### config.mk
export PLATFORM = sky130hd
export DESIGN_NAME = param_counter
export DESIGN_NICKNAME = d
export VERILOG_FILES = /design/src/rtl/counter_pkg.sv /design/src/rtl/count_prescaler.sv /design/src/rtl/param_counter.sv
export SDC_FILE = /design/constraint.sdc
export NUM_CORES = 1
export LEC_CHECK = 0
export ABC_AREA = 1
export BUFFER_PORTS_ARGS = -buffer_cell sky130_fd_sc_hd__buf_2
export CORE_MARGIN = 2
export CORE_UTILIZATION = 40
export CTS_CLUSTER_SIZE = 8
export DETAILED_ROUTE_END_ITERATION = 10
export GPL_TIMING_DRIVEN = 0
export MAX_ROUTING_LAYER = met4
export SETUP_SLACK_MARGIN = 0.5
export SLEW_MARGIN = 20
export SYNTH_ARGS = -nofsm -noshare
export SYNTH_HDL_FRONTEND = slang
export SYNTH_HIERARCHICAL = 1
export SYNTH_SLANG_ARGS = --single-unit
### constraint.sdc
create_clock -name clk -period 1.9 [get_ports clk]
set_input_delay 0.095 -clock clk [delete_from_list [all_inputs] [get_ports clk]]
set_output_delay 0.095 -clock clk [all_outputs]
set_load 0.01 [all_outputs]
### src/rtl/counter_pkg.sv
// ---------------------------------------------------------------------------
// counter_pkg
// Shared constants for the counter family: default widths, default prescale
// ratio, the wrap/saturate mode encoding and a helper that sizes the
// prescaler phase register.
// ---------------------------------------------------------------------------
package counter_pkg;

    localparam int DEFAULT_WIDTH    = 8;
    localparam int DEFAULT_PRESCALE = 1;

    // Behaviour at the count bounds.
    typedef enum logic {
        MODE_WRAP = 1'b0,
        MODE_SAT  = 1'b1
    } count_mode_e;

    // Width of a phase register that must hold 0..prescale-1.
    // A ratio of 1 still gets a one-bit register so the port widths stay legal.
    function automatic int phase_width(input int prescale);
        return (prescale > 1) ? $clog2(prescale) : 1;
    endfunction

endpackage : counter_pkg

### src/rtl/count_prescaler.sv
// ---------------------------------------------------------------------------
// count_prescaler
// Divides the count enable by PRESCALE: tick is issued on the enabled cycle
// that completes a group of PRESCALE enabled cycles.
//
// Ports
//   clk   : clock, rising edge active
//   reset : asynchronous active-low reset, clears the phase
//   en    : enable; the phase advances only on enabled edges
//   clr   : synchronous phase clear (used by the parent's parallel load)
//   tick  : combinational, en AND phase at its last value
// ---------------------------------------------------------------------------
module count_prescaler
    import counter_pkg::*;
#(
    parameter int PRESCALE = DEFAULT_PRESCALE
) (
    input  logic clk,
    input  logic reset,
    input  logic en,
    input  logic clr,
    output logic tick
);

    localparam int              PW   = phase_width(PRESCALE);
    localparam logic [PW-1:0]   LAST = PW'(PRESCALE - 1);

    logic [PW-1:0] phase;

    // With PRESCALE=1 LAST is 0 and phase never leaves 0, so tick follows en.
    assign tick = en && (phase == LAST);

    // NOTE: sequential state is written only with non-blocking assignments so
    // every register samples the pre-edge value of every other register.
    always_ff @(posedge clk or negedge reset) begin
        if (!reset) begin
            phase <= '0;
        end else if (clr) begin
            phase <= '0;
        end else if (en) begin
            phase <= tick ? '0 : phase + PW'(1);
        end
    end

endmodule : count_prescaler

### src/rtl/param_counter.sv
// ---------------------------------------------------------------------------
// param_counter
// Up/down modulo counter with parallel load, prescaled enable, selectable
// wrap or saturate at the bounds, terminal count and a sticky overflow flag.
//
// Parameters
//   WIDTH    : counter / data width (2..32)
//   MODULUS  : count range, MAX = MODULUS-1 (2..2**WIDTH)
//   PRESCALE : enabled cycles per count step (1..256)
//   SATURATE : MODE_WRAP (0) wraps at the bounds, MODE_SAT (1) holds
//
// Ports
//   clk     : clock, rising edge active
//   reset   : asynchronous active-low reset (out, ovf, prescaler phase -> 0)
//   load    : synchronous load strobe, highest priority; clamps data to MAX
//   data    : load value
//   en      : count enable into the prescaler
//   up      : direction, 1 = up, 0 = down
//   clr_ovf : synchronous clear of ovf (a simultaneous set wins)
//   out     : registered count
//   tc      : combinational terminal count (this edge wraps or saturates)
//   ovf     : registered sticky overflow/underflow flag
// ---------------------------------------------------------------------------
module param_counter
    import counter_pkg::*;
#(
    parameter int              WIDTH    = DEFAULT_WIDTH,
    parameter longint unsigned MODULUS  = 64'd1 << WIDTH,
    parameter int              PRESCALE = DEFAULT_PRESCALE,
    parameter int              SATURATE = int'(MODE_WRAP)
) (
    input  logic             clk,
    input  logic             reset,
    input  logic             load,
    input  logic [WIDTH-1:0] data,
    input  logic             en,
    input  logic             up,
    input  logic             clr_ovf,
    output logic [WIDTH-1:0] out,
    output logic             tc,
    output logic             ovf
);

    // MODULUS may be 2**WIDTH, so the subtraction is done in 64 bits and the
    // result is guaranteed to fit WIDTH bits.
    localparam logic [WIDTH-1:0] MAX      = WIDTH'(MODULUS - 64'd1);
    localparam bit               SAT_MODE = (SATURATE == int'(MODE_SAT));

    logic             tick;
    logic             at_max;
    logic             at_zero;
    logic             bound_hit;
    logic [WIDTH-1:0] step_val;
    logic [WIDTH-1:0] load_val;

    count_prescaler #(
        .PRESCALE (PRESCALE)
    ) u_prescaler (
        .clk   (clk),
        .reset (reset),
        .en    (en),
        .clr   (load),
        .tick  (tick)
    );

    assign at_max    = (out == MAX);
    assign at_zero   = (out == '0);
    assign bound_hit = up ? at_max : at_zero;
    assign tc        = en && tick && bound_hit;

    // Out-of-range load values clamp to MAX so out never leaves 0..MAX.
    assign load_val = (data > MAX) ? MAX : data;

    // Next value for a count step. Increment/decrement only happen away from
    // the bound, so no intermediate value ever exceeds MAX.
    // NOTE: every signal assigned in always_comb gets a default first so no
    // path through the block leaves it unassigned and infers a latch.
    always_comb begin
        step_val = out;
        if (up) begin
            if (at_max) begin
                step_val = SAT_MODE ? MAX : '0;
            end else begin
                step_val = out + WIDTH'(1);
            end
        end else begin
            if (at_zero) begin
                step_val = SAT_MODE ? '0 : MAX;
            end else begin
                step_val = out - WIDTH'(1);
            end
        end
    end

    always_ff @(posedge clk or negedge reset) begin
        if (!reset) begin
            out <= '0;
        end else if (load) begin
            out <= load_val;
        end else if (tick) begin
            out <= step_val;
        end
    end

    // A load suppresses the step, so it also suppresses the overflow set.
    // Set has priority over clear on the same edge.
    always_ff @(posedge clk or negedge reset) begin
        if (!reset) begin
            ovf <= 1'b0;
        end else if (tc && !load) begin
            ovf <= 1'b1;
        end else if (clr_ovf) begin
            ovf <= 1'b0;
        end
    end

endmodule : param_counter

# == Word level (Yosys, flattened, before mapping) ==
# Cells that the tools add are included.
# classes
reduce_logical,9
n_lt_le_gt_ge,1
n_mux,12
n_addsub,3
bitwise,1
n_eq_ne,1
# ops
op,n
two-way mux 8 bit,6
"adder 8 x 1 -> 8 bit, second input constant",1
"equality test 8 bit, second input constant",1
"> comparator 8 bit, second input constant",1
logical NOT 8 bit,1
"subtractor 8 x 1 -> 8 bit, second input constant",1
two-way mux 1 bit,6
nonzero test 2 bit,3
logical AND 1 bit,4
"adder 1 bit, second input constant",1
logical NOT 1 bit,1
NOT 1 bit,1
# word_totals
elab_cells,30
ff_bits,10

# == Logic depth before layout (Yosys ltp) ==
# depth
depth_word,6
mapped_depth,10
mapped_depth_nobuf,9

# == Modules after synthesis ==
# The synthesis kept the hierarchy.
# modules_own_cells
mod,n_inst,area_each_um2,cells_each
param_counter,1,960.9,148
count_prescaler,1,42.5,5

# == Least setup slack after synthesis ==
# OpenSTA, ideal clock, no wires.
# synth_timing
kind,reg2reg
from,reg out[0]
to,reg out[4]
path_stages_with_launch,8
slack_ns,0.542
setup_ns,0.127
arrival_time_ns,1.231
n_path_buf,0
period_less_slack_ns,1.358
cell_sequence,dfrtp_1 -> inv_1 -> ha_1 -> nand2_1 -> o21ai_0 -> o21ai_0 -> o21ai_1 -> nand3_1
# synth_between
elab_chain_len,5
# synth_rtl
item,line_no,rtl
start: declaration,param_counter.sv:39,"output logic [WIDTH-1:0] out,"
start signal: assignment,param_counter.sv:99,out <= load_val;
start signal: assignment,param_counter.sv:101,out <= step_val;
subtractor 8 x 1 -> 8 bit (tied with other cells),param_counter.sv:90,step_val = out - WIDTH'(1);
two-way mux 8 bit (on tied branches),"param_counter.sv:87, param_counter.sv:81",
two-way mux 8 bit (*),param_counter.sv:80,if (up) begin
two-way mux 8 bit (*),param_counter.sv:100,end else if (tick) begin
two-way mux 8 bit (*),param_counter.sv:98,end else if (load) begin
# Every way passes the cells marked *; elsewhere a longest branch is shown, timed or not. The select of a mux whose other input is x is not followed.
# A chain may end at the register's enable or synchronous reset.

# == Worst setup path after layout ==
# layout_timing
from,reg out[3]
to,out tc
# layout_between
elab_chain_len,3
# layout_rtl
item,line_no,rtl
equality test 8 bit or logical NOT 8 bit (tied branches),"param_counter.sv:66, param_counter.sv:67",
two-way mux 1 bit (*),param_counter.sv:68,assign bound_hit = up ? at_max : at_zero;
logical AND 1 bit (*),param_counter.sv:69,assign tc = en && tick && bound_hit;
end: declaration,param_counter.sv:40,"output logic tc,"
# Every way passes the cells marked *; elsewhere a longest branch is shown, timed or not.

==> flow_summary.json <==
{
  "grt_pass1_vias": 1112,
  "drv_cap": 0,
  "syn_to_final_growth_pct": 55.9,
  "postSynthCellCount": 153,
  "syn_area_mm2": 0.00100,
  "clockBufferDepth": 2,
  "cp_max_fo": 3,
  "end_kind": "primary output",
  "r2r-start": "out[0]",
  "die_w_um": 54.1,
  "cpMaxStageDelayCell": "dfrtp_1",
  "crit_path_start": "out[3]",
  "tns_ns": 0,
  "yosysWarnings": 6,
  "drc": 0,
  "syn_area_per_cell_um2": 6.56,
  "antenna_found_initial": 0,
  "synth_top_family_by_area": "simple AND/OR/NAND/NOR gates",
  "crit_type": "flop to primary output",
  "core-area_mm2": 0.00243,
  "fin_nets": 231,
  "tightest_slew_ns": 0.289,
  "grt_use_met3": 0.0583,
  "drt_pass1_iterations": 4,
  "crit_required_ns": 1.80,
  "drt_iter0_drc": 39,
  "crit_chain": "buf_6, clkinv_4, nand2_4, nor2_4, nand3_2, nand2_2, nand2_2, nor2_4, buf_6",
  "cts_tree": "yes",
  "arrival_ns": 1.46,
  "syn_nets": 170,
  "post_drt_wl_per_cell_um": 14.1,
  "grt.busiest_layer": "met2",
  "routed_wl_mm": 3.41,
  "powerDensity_mw_per_mm2": 611,
  "ios": 24,
  "p_leak_nw": 0.779,
  "final_max_slew_viol_count": 0,
  "whs_ns": 0.0511,
  "cts_root_buf": "clkbuf_4",
  "htreeDepth": 1,
  "peakVddDrop_mv": 0.448,
  "globalRouteMet2Util": 0.409,
  "synth_compound_area_frac": 0.111,
  "ys_seq_area_frac": 0.249,
  "startpoint_type": "flop",
  "status": "finished clean",
  "numCtsBuffers": 3,
  "synthSimpleGateAreaFrac": 0.464,
  "ant_nets": 0,
  "io_buffers": 23,
  "crit_family": "simple AND/OR/NAND/NOR gates",
  "clkLatencyLatePin_ns": 0.27,
  "yosysUniqueCellTypes": 28,
  "gr-total-overflow": 0,
  "via_count": 1247,
  "clk_pin_slew_ns": 0.06,
  "grt.total_usage": 0.250,
  "n_antenna_cell": 0,
  "die_area_mm2": 0.00293,
  "timing.fmax_mhz": 644,
  "gp_congestion": 0.889,
  "use_met1": 0.306,
  "synthAdderAreaFrac": 0.0374,
  "ys_ff_latch": 10,
  "crit_buf_inv": 3,
  "hold_path_class": "input port to flop",
  "period_share": 0.817,
  "post-route-min-period_ns": 1.55,
  "start_util": 0.413,
  "min-delay-start": "data[4]",
  "num_rows": 18,
  "ff2ff_setup_slack_ns": 0.40,
  "muxShareOfSynthArea": 0,
  "final-hold-violation-count": 0,
  "final-setup-viol-count": 0,
  "grt_pass1_wl_mm": 5.06,
  "relSlewSlack": 0.807,
  "dp.final_hpwl_mm": 2.02,
  "synthXorXnorAreaFrac": 0.0175,
  "max_stage_delay_ns": 0.39,
  "rsz0062_at_grt": "true",
  "drive_above_1_share": 0.500,
  "clkSinkCount": 10,
  "viasPerCell": 5.15,
  "die_h_um": 54.1,
  "clock_skew_ns": 0.00422,
  "grt_max_degree": 11
}
==> kinds of logic after synthesis <==
logic type / count (synthesis)
XOR/XNOR: 2
flip-flops: 10
AND/OR/NAND/NOR: 99
AO/OA/AOI/OAI: 18
buffers and inverters: 21
adder cells (fa/ha/maj): 3
==> cell usage after synthesis (all sizes together) <==
| library cell | instances | area, µm² |
|---|---|---|
| o21ai | 11 | 58.8 |
| nor2 | 19 | 104 |
| nor3 | 1 | 5.00 |
| clkinv | 2 | 13.8 |
| nand3 | 17 | 90.1 |
| buf | 5 | 50.0 |
| a22oi | 3 | 22.5 |
| nand3b | 1 | 7.51 |
| a21oi | 3 | 22.5 |
| o211ai | 1 | 7.51 |
| xor2 | 2 | 17.5 |
| nand2 | 58 | 240 |
| nand4 | 3 | 18.8 |
| inv | 14 | 57.6 |
| dfrtp | 10 | 250 |
| ha | 3 | 37.5 |
==> stage by stage <==
step | util | total power, W | setup slack, ns | std cells | instance area [µm²]
3_5_place_dp | 0.475 | 0.000605 | 0.360 | 206 | 1160
4_1_cts | 0.605 | 0.000898 | 0.333 | 237 | 1470
2_1_floorplan | - | 0.000507 | 0.542 | 153 | 1000
6_report | 0.643 | 0.000956 | 0.348 | 242 | 1560
3_3_place_gp | 0.475 | 0.000602 | 0.369 | 206 | 1160
5_1_grt | 0.643 | 0.00102 | 0.277 | 242 | 1560
==> what timing repair did <==
item / CTS / global route
endpoints found under the setup margin: 9 / 10
hold buffers: 3 / 0
cloned: 0 / 0
resized for setup: 21 / 14
pin swaps: 15 / 10
endpoints found under the hold margin: 12 / 0
buffers inserted: 25 / 5
==> registers in the layout, summed over array words and instances (netlist names) <==
name,count
out,8
ovf,1
u_prescaler/phase,1
==> report_power, final <==
| part | leakage, nW | internal (W) | switching [W] |
|---|---|---|---|
| Clock | 0.0138 | 0.0000733 | 0.0000750 |
| Combinational | 0.644 | 0.000252 | 0.000293 |
| Sequential | 0.121 | 0.000237 | 0.0000264 |
==> routing by layer <==
layer	part of all wire	wire length (µm)
met1	0.42	1450
met3	0.053	182
met4	0.019	66
met5	0	0
met2	0.50	1710
==> cells in the final DEF (no fill, tap or decap), types with 7 or more instances in the layout <==
| master | Yosys | layout |
|---|---|---|
| nand2_1 | 51 | 48 |
| buf_4 | 0 | 26 |
| buf_2 | 1 | 23 |
| nand3_1 | 16 | 12 |
| buf_6 | 4 | 9 |
| nand2_2 | 6 | 8 |
| nor2_1 | 10 | 8 |
| nor2_4 | 2 | 7 |
| inv_1 | 10 | 7 |
| dfrtp_1 | 10 | 7 |
==> final timing paths <==
path	cells past startpoint	to
max	9	tc
min	3	out[4]
max reg2reg	8	out[4]
min reg2reg	2	ovf
max in group asynchronous	2	out[4]
min in group asynchronous	2	ovf
==> area by class of cell <==
type	instances	area, µm²
fill	232	868
multi-input combinational	122	733
timing repair buffer	56	392
sequential	10	254
inverter	16	75.1
buffer	5	50.0
tap	30	37.5
clock buffer	3	22.5
==> worst reg2reg max path: stages (launching register included) <==
cell and delay [ns]:
dfrtp_2 0.45, inv_2 0.11, buf_4 0.12, ha_4 0.15
nand2_1 0.07, o21ai_0 0.15, o21ai_1 0.11, o21ai_1 0.14
nand3_1 0.08
No activity file was read; power rests on OpenSTA's default activity.
